<file path="config.mk">
export PLATFORM = sky130hd
export DESIGN_NAME = alu_exec_unit_flat
export DESIGN_NICKNAME = d
export VERILOG_FILES = /design/src/rtl/alu_exec_if.sv /design/src/rtl/alu_exec_unit.sv /design/src/flat_wrapper.sv
export SDC_FILE = /design/constraint.sdc
export NUM_CORES = 1
export LEC_CHECK = 0
export CORE_MARGIN = 1
export CORE_UTILIZATION = 40
export CTS_BUF_LIST = sky130_fd_sc_hd__clkbuf_8
export DETAILED_ROUTE_END_ITERATION = 10
export SLEW_MARGIN = 10
export SYNTH_ARGS = -nofsm -noshare
export SYNTH_HDL_FRONTEND = slang
export SYNTH_SLANG_ARGS = --single-unit
</file>
<file path="constraint.sdc">
create_clock -name clk -period 6.5 [get_ports clk]
set_input_delay 1.3 -clock clk [delete_from_list [all_inputs] [get_ports clk]]
set_output_delay 1.3 -clock clk [all_outputs]
set_load 0.005 [all_outputs]
</file>
<file path="src/rtl/alu_exec_if.sv">
`default_nettype none
// ============================================================================
// Module      : alu_exec_if
// Description : Request/response bundle for the execute-stage ALU. The master
//               side issues operations and accepts results; the slave side is
//               the ALU itself.
// Revision    : 1.0 - initial release
// ============================================================================
interface alu_exec_if #(
   parameter int XLEN = 32
);
   logic            in_valid;
   logic            in_ready;
   logic [3:0]      alu_control_lines;
   logic [XLEN-1:0] operand_a;
   logic [XLEN-1:0] operand_b;
   logic            out_valid;
   logic            out_ready;
   logic [XLEN-1:0] result;
   logic            zero;
   logic            illegal;

   modport master (
      output in_valid, alu_control_lines, operand_a, operand_b, out_ready,
      input  in_ready, out_valid, result, zero, illegal
   );

   modport slave (
      input  in_valid, alu_control_lines, operand_a, operand_b, out_ready,
      output in_ready, out_valid, result, zero, illegal
   );
endinterface
`default_nettype wire

</file>
<file path="src/rtl/alu_exec_unit.sv">
`default_nettype none
// ============================================================================
// Module      : alu_exec_unit
// Description : Execute-stage ALU with valid/ready handshake. Logic and
//               arithmetic ops finish in one cycle; shifts iterate one bit per
//               cycle so no barrel shifter is needed.
// Revision    : 1.0 - initial release
// ============================================================================
module alu_exec_unit #(
   parameter int XLEN    = 32,
   parameter int SHAMT_W = 5
) (
   input  wire logic clk,
   input  wire logic reset,
   alu_exec_if.slave bus
);

   localparam logic [3:0] c_OP_AND = 4'b0000;
   localparam logic [3:0] c_OP_OR  = 4'b0001;
   localparam logic [3:0] c_OP_ADD = 4'b0010;
   localparam logic [3:0] c_OP_XOR = 4'b0011;
   localparam logic [3:0] c_OP_SLL = 4'b0100;
   localparam logic [3:0] c_OP_SRA = 4'b0101;
   localparam logic [3:0] c_OP_SUB = 4'b0110;
   localparam logic [3:0] c_OP_SRL = 4'b0111;

   localparam logic [1:0] c_IDLE  = 2'd0;
   localparam logic [1:0] c_SHIFT = 2'd1;
   localparam logic [1:0] c_DONE  = 2'd2;

   logic [1:0]         r_state;
   logic [XLEN-1:0]    r_result;
   logic               r_zero;
   logic               r_illegal;
   logic [SHAMT_W-1:0] r_cnt;
   logic [3:0]         r_shop;

   logic               w_accept;
   logic [XLEN-1:0]    w_op_val;
   logic               w_op_illegal;
   logic               w_is_shift;
   logic [SHAMT_W-1:0] w_shamt;
   logic [XLEN-1:0]    w_shift_next;

   assign w_accept = bus.in_valid && (r_state == c_IDLE);
   assign w_shamt  = bus.operand_b[SHAMT_W-1:0];

   // Decode the incoming operation into its single-cycle value and class
   always_comb begin
      w_op_val     = '0;
      w_op_illegal = 1'b0;
      w_is_shift   = 1'b0;
      case (bus.alu_control_lines)
         c_OP_AND: w_op_val = bus.operand_a & bus.operand_b;
         c_OP_OR:  w_op_val = bus.operand_a | bus.operand_b;
         c_OP_ADD: w_op_val = bus.operand_a + bus.operand_b;
         c_OP_XOR: w_op_val = bus.operand_a ^ bus.operand_b;
         c_OP_SUB: w_op_val = bus.operand_a - bus.operand_b;
         c_OP_SLL, c_OP_SRA, c_OP_SRL: begin
            w_op_val   = bus.operand_a;
            w_is_shift = 1'b1;
         end
         default:  w_op_illegal = 1'b1;
      endcase
   end

   // One-bit step of the shift latched at accept time
   always_comb begin
      w_shift_next = r_result;
      case (r_shop)
         c_OP_SLL: w_shift_next = {r_result[XLEN-2:0], 1'b0};
         c_OP_SRL: w_shift_next = {1'b0, r_result[XLEN-1:1]};
         c_OP_SRA: w_shift_next = {r_result[XLEN-1], r_result[XLEN-1:1]};
         default:  w_shift_next = r_result;
      endcase
   end

   // Control FSM plus result/flag/counter registers
   always_ff @(posedge clk) begin
      if (reset) begin
         r_state   <= c_IDLE;
         r_result  <= '0;
         r_zero    <= 1'b1;
         r_illegal <= 1'b0;
         r_cnt     <= '0;
         r_shop    <= c_OP_AND;
      end else begin
         case (r_state)
            c_IDLE: begin
               if (w_accept) begin
                  r_result  <= w_op_val;
                  r_zero    <= (w_op_val == '0);
                  r_illegal <= w_op_illegal;
                  if (w_is_shift && (w_shamt != '0)) begin
                     r_cnt   <= w_shamt;
                     r_shop  <= bus.alu_control_lines;
                     r_state <= c_SHIFT;
                  end else begin
                     r_state <= c_DONE;
                  end
               end
            end
            c_SHIFT: begin
               r_result <= w_shift_next;
               r_cnt    <= r_cnt - 1'b1;
               // zero must reflect the final value on the cycle DONE is entered
               if (r_cnt == {{(SHAMT_W-1){1'b0}}, 1'b1}) begin
                  r_zero  <= (w_shift_next == '0);
                  r_state <= c_DONE;
               end
            end
            c_DONE: begin
               if (bus.out_ready) begin
                  r_state <= c_IDLE;
               end
            end
            default: r_state <= c_IDLE;
         endcase
      end
   end

   assign bus.in_ready  = (r_state == c_IDLE);
   assign bus.out_valid = (r_state == c_DONE);
   assign bus.result    = r_result;
   assign bus.zero      = r_zero;
   assign bus.illegal   = r_illegal;

endmodule
`default_nettype wire

</file>
<file path="src/flat_wrapper.sv">
// flat-port wrapper written by rule: the top's interface ports become plain ports
module alu_exec_unit_flat 
#(
   parameter int XLEN    = 32,
   parameter int SHAMT_W = 5
)
  (clk, reset, bus_in_valid, bus_alu_control_lines, bus_operand_a, bus_operand_b, bus_out_ready, bus_in_ready, bus_out_valid, bus_result, bus_zero, bus_illegal);
  alu_exec_if #(.XLEN(XLEN)) bus_i ();
  input  wire logic clk;
  input  wire logic reset;
  input wire logic [$bits(bus_i.in_valid)-1:0] bus_in_valid;
  input wire logic [$bits(bus_i.alu_control_lines)-1:0] bus_alu_control_lines;
  input wire logic [$bits(bus_i.operand_a)-1:0] bus_operand_a;
  input wire logic [$bits(bus_i.operand_b)-1:0] bus_operand_b;
  input wire logic [$bits(bus_i.out_ready)-1:0] bus_out_ready;
  output wire logic [$bits(bus_i.in_ready)-1:0] bus_in_ready;
  output wire logic [$bits(bus_i.out_valid)-1:0] bus_out_valid;
  output wire logic [$bits(bus_i.result)-1:0] bus_result;
  output wire logic [$bits(bus_i.zero)-1:0] bus_zero;
  output wire logic [$bits(bus_i.illegal)-1:0] bus_illegal;
  assign bus_i.in_valid = bus_in_valid;
  assign bus_i.alu_control_lines = bus_alu_control_lines;
  assign bus_i.operand_a = bus_operand_a;
  assign bus_i.operand_b = bus_operand_b;
  assign bus_i.out_ready = bus_out_ready;
  assign bus_in_ready = bus_i.in_ready;
  assign bus_out_valid = bus_i.out_valid;
  assign bus_result = bus_i.result;
  assign bus_zero = bus_i.zero;
  assign bus_illegal = bus_i.illegal;
  alu_exec_unit #(.XLEN(XLEN), .SHAMT_W(SHAMT_W)) u_core (.clk(clk), .reset(reset), .bus(bus_i));
endmodule
</file>
# Yosys cells after proc, flatten, opt, wreduce, memory -nomap -nowiden
# Cells that the tools add are included.
[totals]
register_bits = 45
inputBits = 72
[op_classes]
n_reduce_logical = 16
muxes = 17
bitwise = 3
n_eq_ne = 17
addsub = 3
[ops]
columns = ["op", "count"]
rows = [
  ["$pmux W32 S6", 1],
  ["$pmux W32 S3", 1],
  ["$logic_not A32 Y1", 2],
  ["$pmux W32 S2", 1],
  ["$add A32 B32 Y32", 1],
  ["$and A32 B32 Y32", 1],
  ["$mux W32", 1],
  ["$or A32 B32 Y32", 1],
  ["$sub A32 B32 Y32", 1],
  ["$xor A32 B32 Y32", 1],
  ["$eq A4 B3 Y1 const B", 7],
  ["$reduce_and A3 Y1", 4],
  ["$mux W5", 2],
  ["$pmux W5 S2", 1],
  ["$eq A4 B2 Y1 const B", 2],
  ["$mux W2", 4],
  ["$reduce_or A8 Y1", 1],
  ["$ne A2 B1 Y1 const B", 3],
  ["$pmux W2 S3", 1],
  ["$eq A5 B1 Y1 const B", 1],
  ["$reduce_bool A5 Y1", 1],
  ["$sub A5 B1 Y5 const B", 1],
  ["$eq A4 B1 Y1 const B", 1],
  ["$logic_not A4 Y1", 1],
  ["other kinds (10)", 15],
]

# Longest topological paths before layout
[depth]
depth_word = 7
mapped_depth = 21
mapped_depth_nobuf = 20

# Least setup slack after synthesis
# OpenSTA, ideal clock, no wires.
[synth_path]
path_kind = "input-to-reg"
start = "input port bus_alu_control_lines[0]"
end = "register u_core.r_zero, in the netlist u_core.bus.zero"
cell_stages = 21
setup_ps = 69
setup_slack_ps = 751
required_time_ps = 6431
t_arrival_ps = 5680
cell_sequence = "buf_6 nor3b_1 clkbuf_1 buf_1 nand2_1 clkbuf_1 o41ai_1 xnor2_1 ha_1 clkbuf_1 nand2_1 o21ai_0 o211ai_1 a21oi_1 o221ai_1 o21a_1 mux2i_1 nor3_1 nand4_1 or4_1 o21ai_1"
[synth_via]
elab_chain_len = 6
[synth_lines]
columns = ["item", "line_no", "source"]
rows = [
  ["start: declaration", "flat_wrapper.sv:12", "input wire logic [$bits(bus_i.alu_control_lines)-1:0] bus_alu_control_lines;"],
  ["$eq A4 B3 Y1", "alu_exec_unit.sv:53", "case (bus.alu_control_lines)"],
  ["$reduce_or A3 Y1", "alu_exec_unit.sv:53", ""],
  ["$pmux W32 S6 (*)", "alu_exec_unit.sv:53", ""],
  ["$logic_not A32 Y1 (*)", "alu_exec_unit.sv:92", "r_zero <= (w_op_val == '0);"],
  ["$mux W1 (*)", "alu_exec_unit.sv:90", "if (w_accept) begin"],
  ["$pmux W1 S2 (*)", "alu_exec_unit.sv:88", "case (r_state)"],
  ["end signal: assignment", "alu_exec_unit.sv:92", ""],
  ["end signal: assignment", "alu_exec_unit.sv:108", "r_zero <= (w_shift_next == '0);"],
  ["end: declaration", "alu_exec_unit.sv:33", "logic r_zero;"],
]
# Mark *: on every way between the ends. The rest lies on a longest branch, timed or not. The select of a mux whose other input is x is not followed.
# A chain may end at the register's enable or synchronous reset.

# Worst setup path in the final report
[layout_path]
start = "input port bus_operand_b[3]"
end = "register u_core.r_zero, in the netlist u_core.bus.zero"
[layout_via]
elab_chain_len = 5
[layout_lines]
columns = ["item", "line_no", "source"]
rows = [
  ["start: declaration", "flat_wrapper.sv:14", "input wire logic [$bits(bus_i.operand_b)-1:0] bus_operand_b;"],
  ["$sub A32 B32 Y32 (tied with other cells)", "alu_exec_unit.sv:58", "c_OP_SUB: w_op_val = bus.operand_a - bus.operand_b;"],
  ["$pmux W32 S6 (*)", "alu_exec_unit.sv:53", ""],
  ["$logic_not A32 Y1 (*)", "alu_exec_unit.sv:92", ""],
  ["$mux W1 (*)", "alu_exec_unit.sv:90", ""],
  ["$pmux W1 S2 (*)", "alu_exec_unit.sv:88", ""],
]
# Marks and branches as above.

==> run_results.csv <==
group,metric,value,unit
worst_setup_path,reg2reg_slack,3.66,ns
cells_and_area,final_core_util,0.491,
cts,ctsResizeCount,0,
yosys,synth_top_cells_by_area,"ha_1 16%, dfxtp_1 12%, a21oi_1 7.0%, nor2_1 6.8%, a22oi_1 5.4%",
yosys,synth_edf_count,0,
yosys,synthArstFlopShare,0,
worst_setup_path,critical_path_class,"in -> reg",
floorplan,die_y,139,um
floorplan,dieArea,19400,um^2
worst_setup_path,worstReg2RegEnd,"u_core.bus.zero$_SDFFE_PP1P_",
route,vias_per_cell,6.01,
worst_setup_path,crit_path_start_kind,"input pin",
timing,fin_skew,0.0104,ns
grt,met1_usage,0.386,
grt,grtUsageMet2,0.406,
route,drtIter0Drc,730,
grt,antenna_found_initial,0,
yosys,ys_seq_area_frac,0.120,
cells_and_area,fill_cells,1844,
cts,cts.path.max_buffers,2,
place,numPortBuffers,107,
cells_and_area,drive_above_1_share,0.0521,
cts,path_clk_slew,0.10,ns
pwr,power_density,139,nW/um^2
pwr,leakage,3.62,nW
worst_setup_path,cp_slowest_cell,"or4_1",
worst_setup_path,crit_arrival,6.17,ns
floorplan,start_util,0.413,
yosys,synth_area,7530,um^2
yosys,synthCells,1097,
timing,fmax,169,MHz
grt,grt_pass1_wl,41200,um
cts,h-tree-depth,2,
route,num_vias,8414,
worst_setup_path,cp_top_family,"simple AND/OR/NAND/NOR gates",
floorplan,ioPinCount,108,
yosys,ys_ff_latch,45,
floorplan,placementRows,49,
worst_setup_path,cp_num_buf_inv,1,
run_status,violations,"DRC",
run_status,outcome,"complete, but fails checks",
yosys,synthDistinctLibCells,72,
timing,slew_violations,0,
timing,fin_crit_sh,0.912,
timing,setup_viol,0,
yosys,netlist.area_leader.share,0.165,
timing,hold_viol_final,0,
cts,cts_tree,"yes",
route,ant_nets,0,
cts,postCtsSetupBuffers,0,
worst_setup_path,cp-end-kind,"flop",
timing,period_needed,5.93,ns
grt,grt_util_met3,0.0259,
floorplan,fp.dieW,139,um
route,drcViolationCount,7,
grt,grt_max_degree,41,
cts,cts_buffers,5,
pwr,peakVddDrop,0.0000866,V
grt,grt.overflow.total,0,
worst_setup_path,cp_slowest_stage_delay,0.57,ns
timing,rsz0062_at_grt,"false",
min_path,hold_class,"reg -> reg",
yosys,avgSynthCellArea,6.86,um^2
grt,gr-max-usage-layer,"met2",
worst_setup_path,worstPathCellList,"clkdlybuf4s50_1 -> or4_1 -> nor2_1 -> nand2_1 -> or2_2 -> o41ai_1 -> xnor2_1 -> ha_1 -> nand2_1 -> o21ai_0 -> o211ai_1 -> a21oi_1 -> o221ai_1 -> o21a_1 -> mux2i_1 -> nor3_1 -> nand4_1 -> or4_1 -> o21ai_1",
worst_setup_path,crit_required,6.75,ns
cells_and_area,nets,1342,
cts,ctsHoldBuffers,0,
cells_and_area,area_delta_synth_final,18.7,%
job,maxCapViolCount,0,
cells_and_area,seq_area,901,um^2
yosys,yosysTopAreaCell,"ha_1",
worst_setup_path,ff2ff_path_depth,10,
worst_setup_path,crit_fanout,8,
place,dp_hpwl,20100,um
cells_and_area,num_antenna_cells,0,
cells_and_area,final_cell_mix,"136 x nor2_1, 107 x clkdlybuf4s50_1, 105 x a21oi_1",
cts,worstSkewPairLatency,0.31,ns
worst_setup_path,crit_path_start,"bus_operand_b[3]",
timing,tightest_slew,1.20,ns
route,drt-pass1-iter-count,10,
route,wl_per_cell,18.4,um
timing,relSlewSlack,0.199,
yosys,synth-main-ff-cell,"dfxtp_1",
cts,cts_sinks,45,
grt,grt_pass1_vias,7604,
cells_and_area,final_common_cell,"nor2_1",
route,routed_wl,25800,um
yosys,synth_nets,1269,
grt,track_usage,0.262,
cts,cts_root_buffer,"clkbuf_8",
worst_setup_path,r2r_start,"u_core.r_state[0]$_SDFFE_PP0P_",
cells_and_area,multi_input_area,6030,um^2
place,gp_congestion,0.990,
timing,fin_tns_setup,0,ns
worst_setup_path,cp.depth,19,
floorplan,coreArea,18200,um^2
yosys,yosys_warnings,0,
worst_setup_path,endpoint,"u_core.bus.zero$_SDFFE_PP1P_",
[registers in the layout (all words and copies together), names as in the netlist]
name / cells
u_core.bus.zero: 1
u_core.r_state: 2
u_core.bus.result: 32
u_core.bus.illegal: 1
u_core.r_cnt: 5
u_core.r_shop: 4
[cell usage after synthesis (3+ instances only)]
cell       number
mux2i_1         8
o21ai_0        42
nand4_1        18
a22oi_1        54
o31ai_1         4
nor2b_1         7
xnor2_1        44
a31oi_1         6
a32oi_1         4
or4_1           4
o211ai_1       23
o41ai_1         4
dfxtp_1        45
nor3_1         35
clkbuf_1       57
nand3_1        16
buf_1           7
nand3b_1       19
inv_1          83
xor2_1          8
o21a_1          8
buf_2           6
a21oi_1       105
a41oi_1         3
a21oi_2         4
o21ai_1        12
nor3b_1         5
a21o_1          9
a211oi_1       13
nor4_1          9
a221oi_1       27
ha_1           99
and4_1          3
a2bb2oi_1       3
a22o_1          7
o21bai_1        3
nor2_1        137
nand2_1        90
and3_1          4
and2_1          5
nand2b_1       15
a221o_1         4
[worst min-delay path by stage]
| stage | from | endpoint | slack (ns) | cells past startpoint |
|---|---|---|---|---|
| 2_1_floorplan | u_core.bus.illegal$_SDFFE_PP0P_ | u_core.bus.illegal$_SDFFE_PP0P_ | 0.45 | 2 |
| 3_3_place_gp | u_core.bus.illegal$_SDFFE_PP0P_ | u_core.bus.illegal$_SDFFE_PP0P_ | 0.45 | 2 |
| 3_5_place_dp | u_core.bus.illegal$_SDFFE_PP0P_ | u_core.bus.illegal$_SDFFE_PP0P_ | 0.46 | 2 |
| 4_1_cts | u_core.bus.illegal$_SDFFE_PP0P_ | u_core.bus.illegal$_SDFFE_PP0P_ | 0.47 | 2 |
| 5_1_grt | u_core.bus.illegal$_SDFFE_PP0P_ | u_core.bus.illegal$_SDFFE_PP0P_ | 0.51 | 2 |
| 6_report | u_core.bus.illegal$_SDFFE_PP0P_ | u_core.bus.illegal$_SDFFE_PP0P_ | 0.47 | 2 |
[power breakdown]
group	internal, mW	leakage [nW]	switching [mW]	total, mW
clock	0.0865	0.0512	0.110	0.196
combinational	0.307	3.20	0.397	0.704
sequential	0.302	0.370	0.0393	0.341
total	0.696	3.62	0.546	1.24
[area by class of cell]
type / instances / area share
Timing Repair Buffer: 139 / 0.147
Clock inverter: 2 / 0.00154
Inverter: 84 / 0.0353
Tap cell: 229 / 0.0321
Multi-Input combinational cell: 895 / 0.674
Sequential cell: 45 / 0.101
Clock buffer: 6 / 0.00924
[tightest hold or removal path: cells and delay by family, from the launching register on]
| family | cells | cell delay [ns] |
|---|---|---|
| flip-flops | 1 | 0.32 |
| AO/OA/AOI/OAI | 1 | 0.06 |
| AND/OR/NAND/NOR | 1 | 0.05 |
[per-layer routing]
metal | up-vias | share of wire | wire [um]
met3 | 21 | 0.061 | 1570
met5 | - | 0 | 0
met4 | 0 | 0.015 | 375
li1 | 4130 | - | -
met2 | 318 | 0.43 | 11100
met1 | 3945 | 0.49 | 12700
[cells by family (layout without fill, tap and decap cells)]
kind of cell | Yosys count | count (layout) | share of synthesized area
compound gates | 358 | 358 | 0.323
xor+xnor | 52 | 52 | 0.0605
mux | 8 | 8 | 0.0106
simple gates | 377 | 377 | 0.237
buf+inv | 157 | 231 | 0.0818
fa+ha+maj | 100 | 100 | 0.167
flops | 45 | 45 | 0.120
[per-stage QoR]
stage               setup slack, ns  cell area (um^2)  hold slack, ns  cells  power (mW)
floorplan                     0.751              7530           0.453   1097       0.786
global placement              0.320              8840           0.446   1392        1.04
detailed placement            0.275              8840           0.457   1392        1.04
CTS                           0.573              8940           0.471   1400        1.24
global route                  0.173              8940           0.508   1400        1.33
finish                        0.573              8940           0.469   1400        1.24
Power figures use the tool's default switching activity.
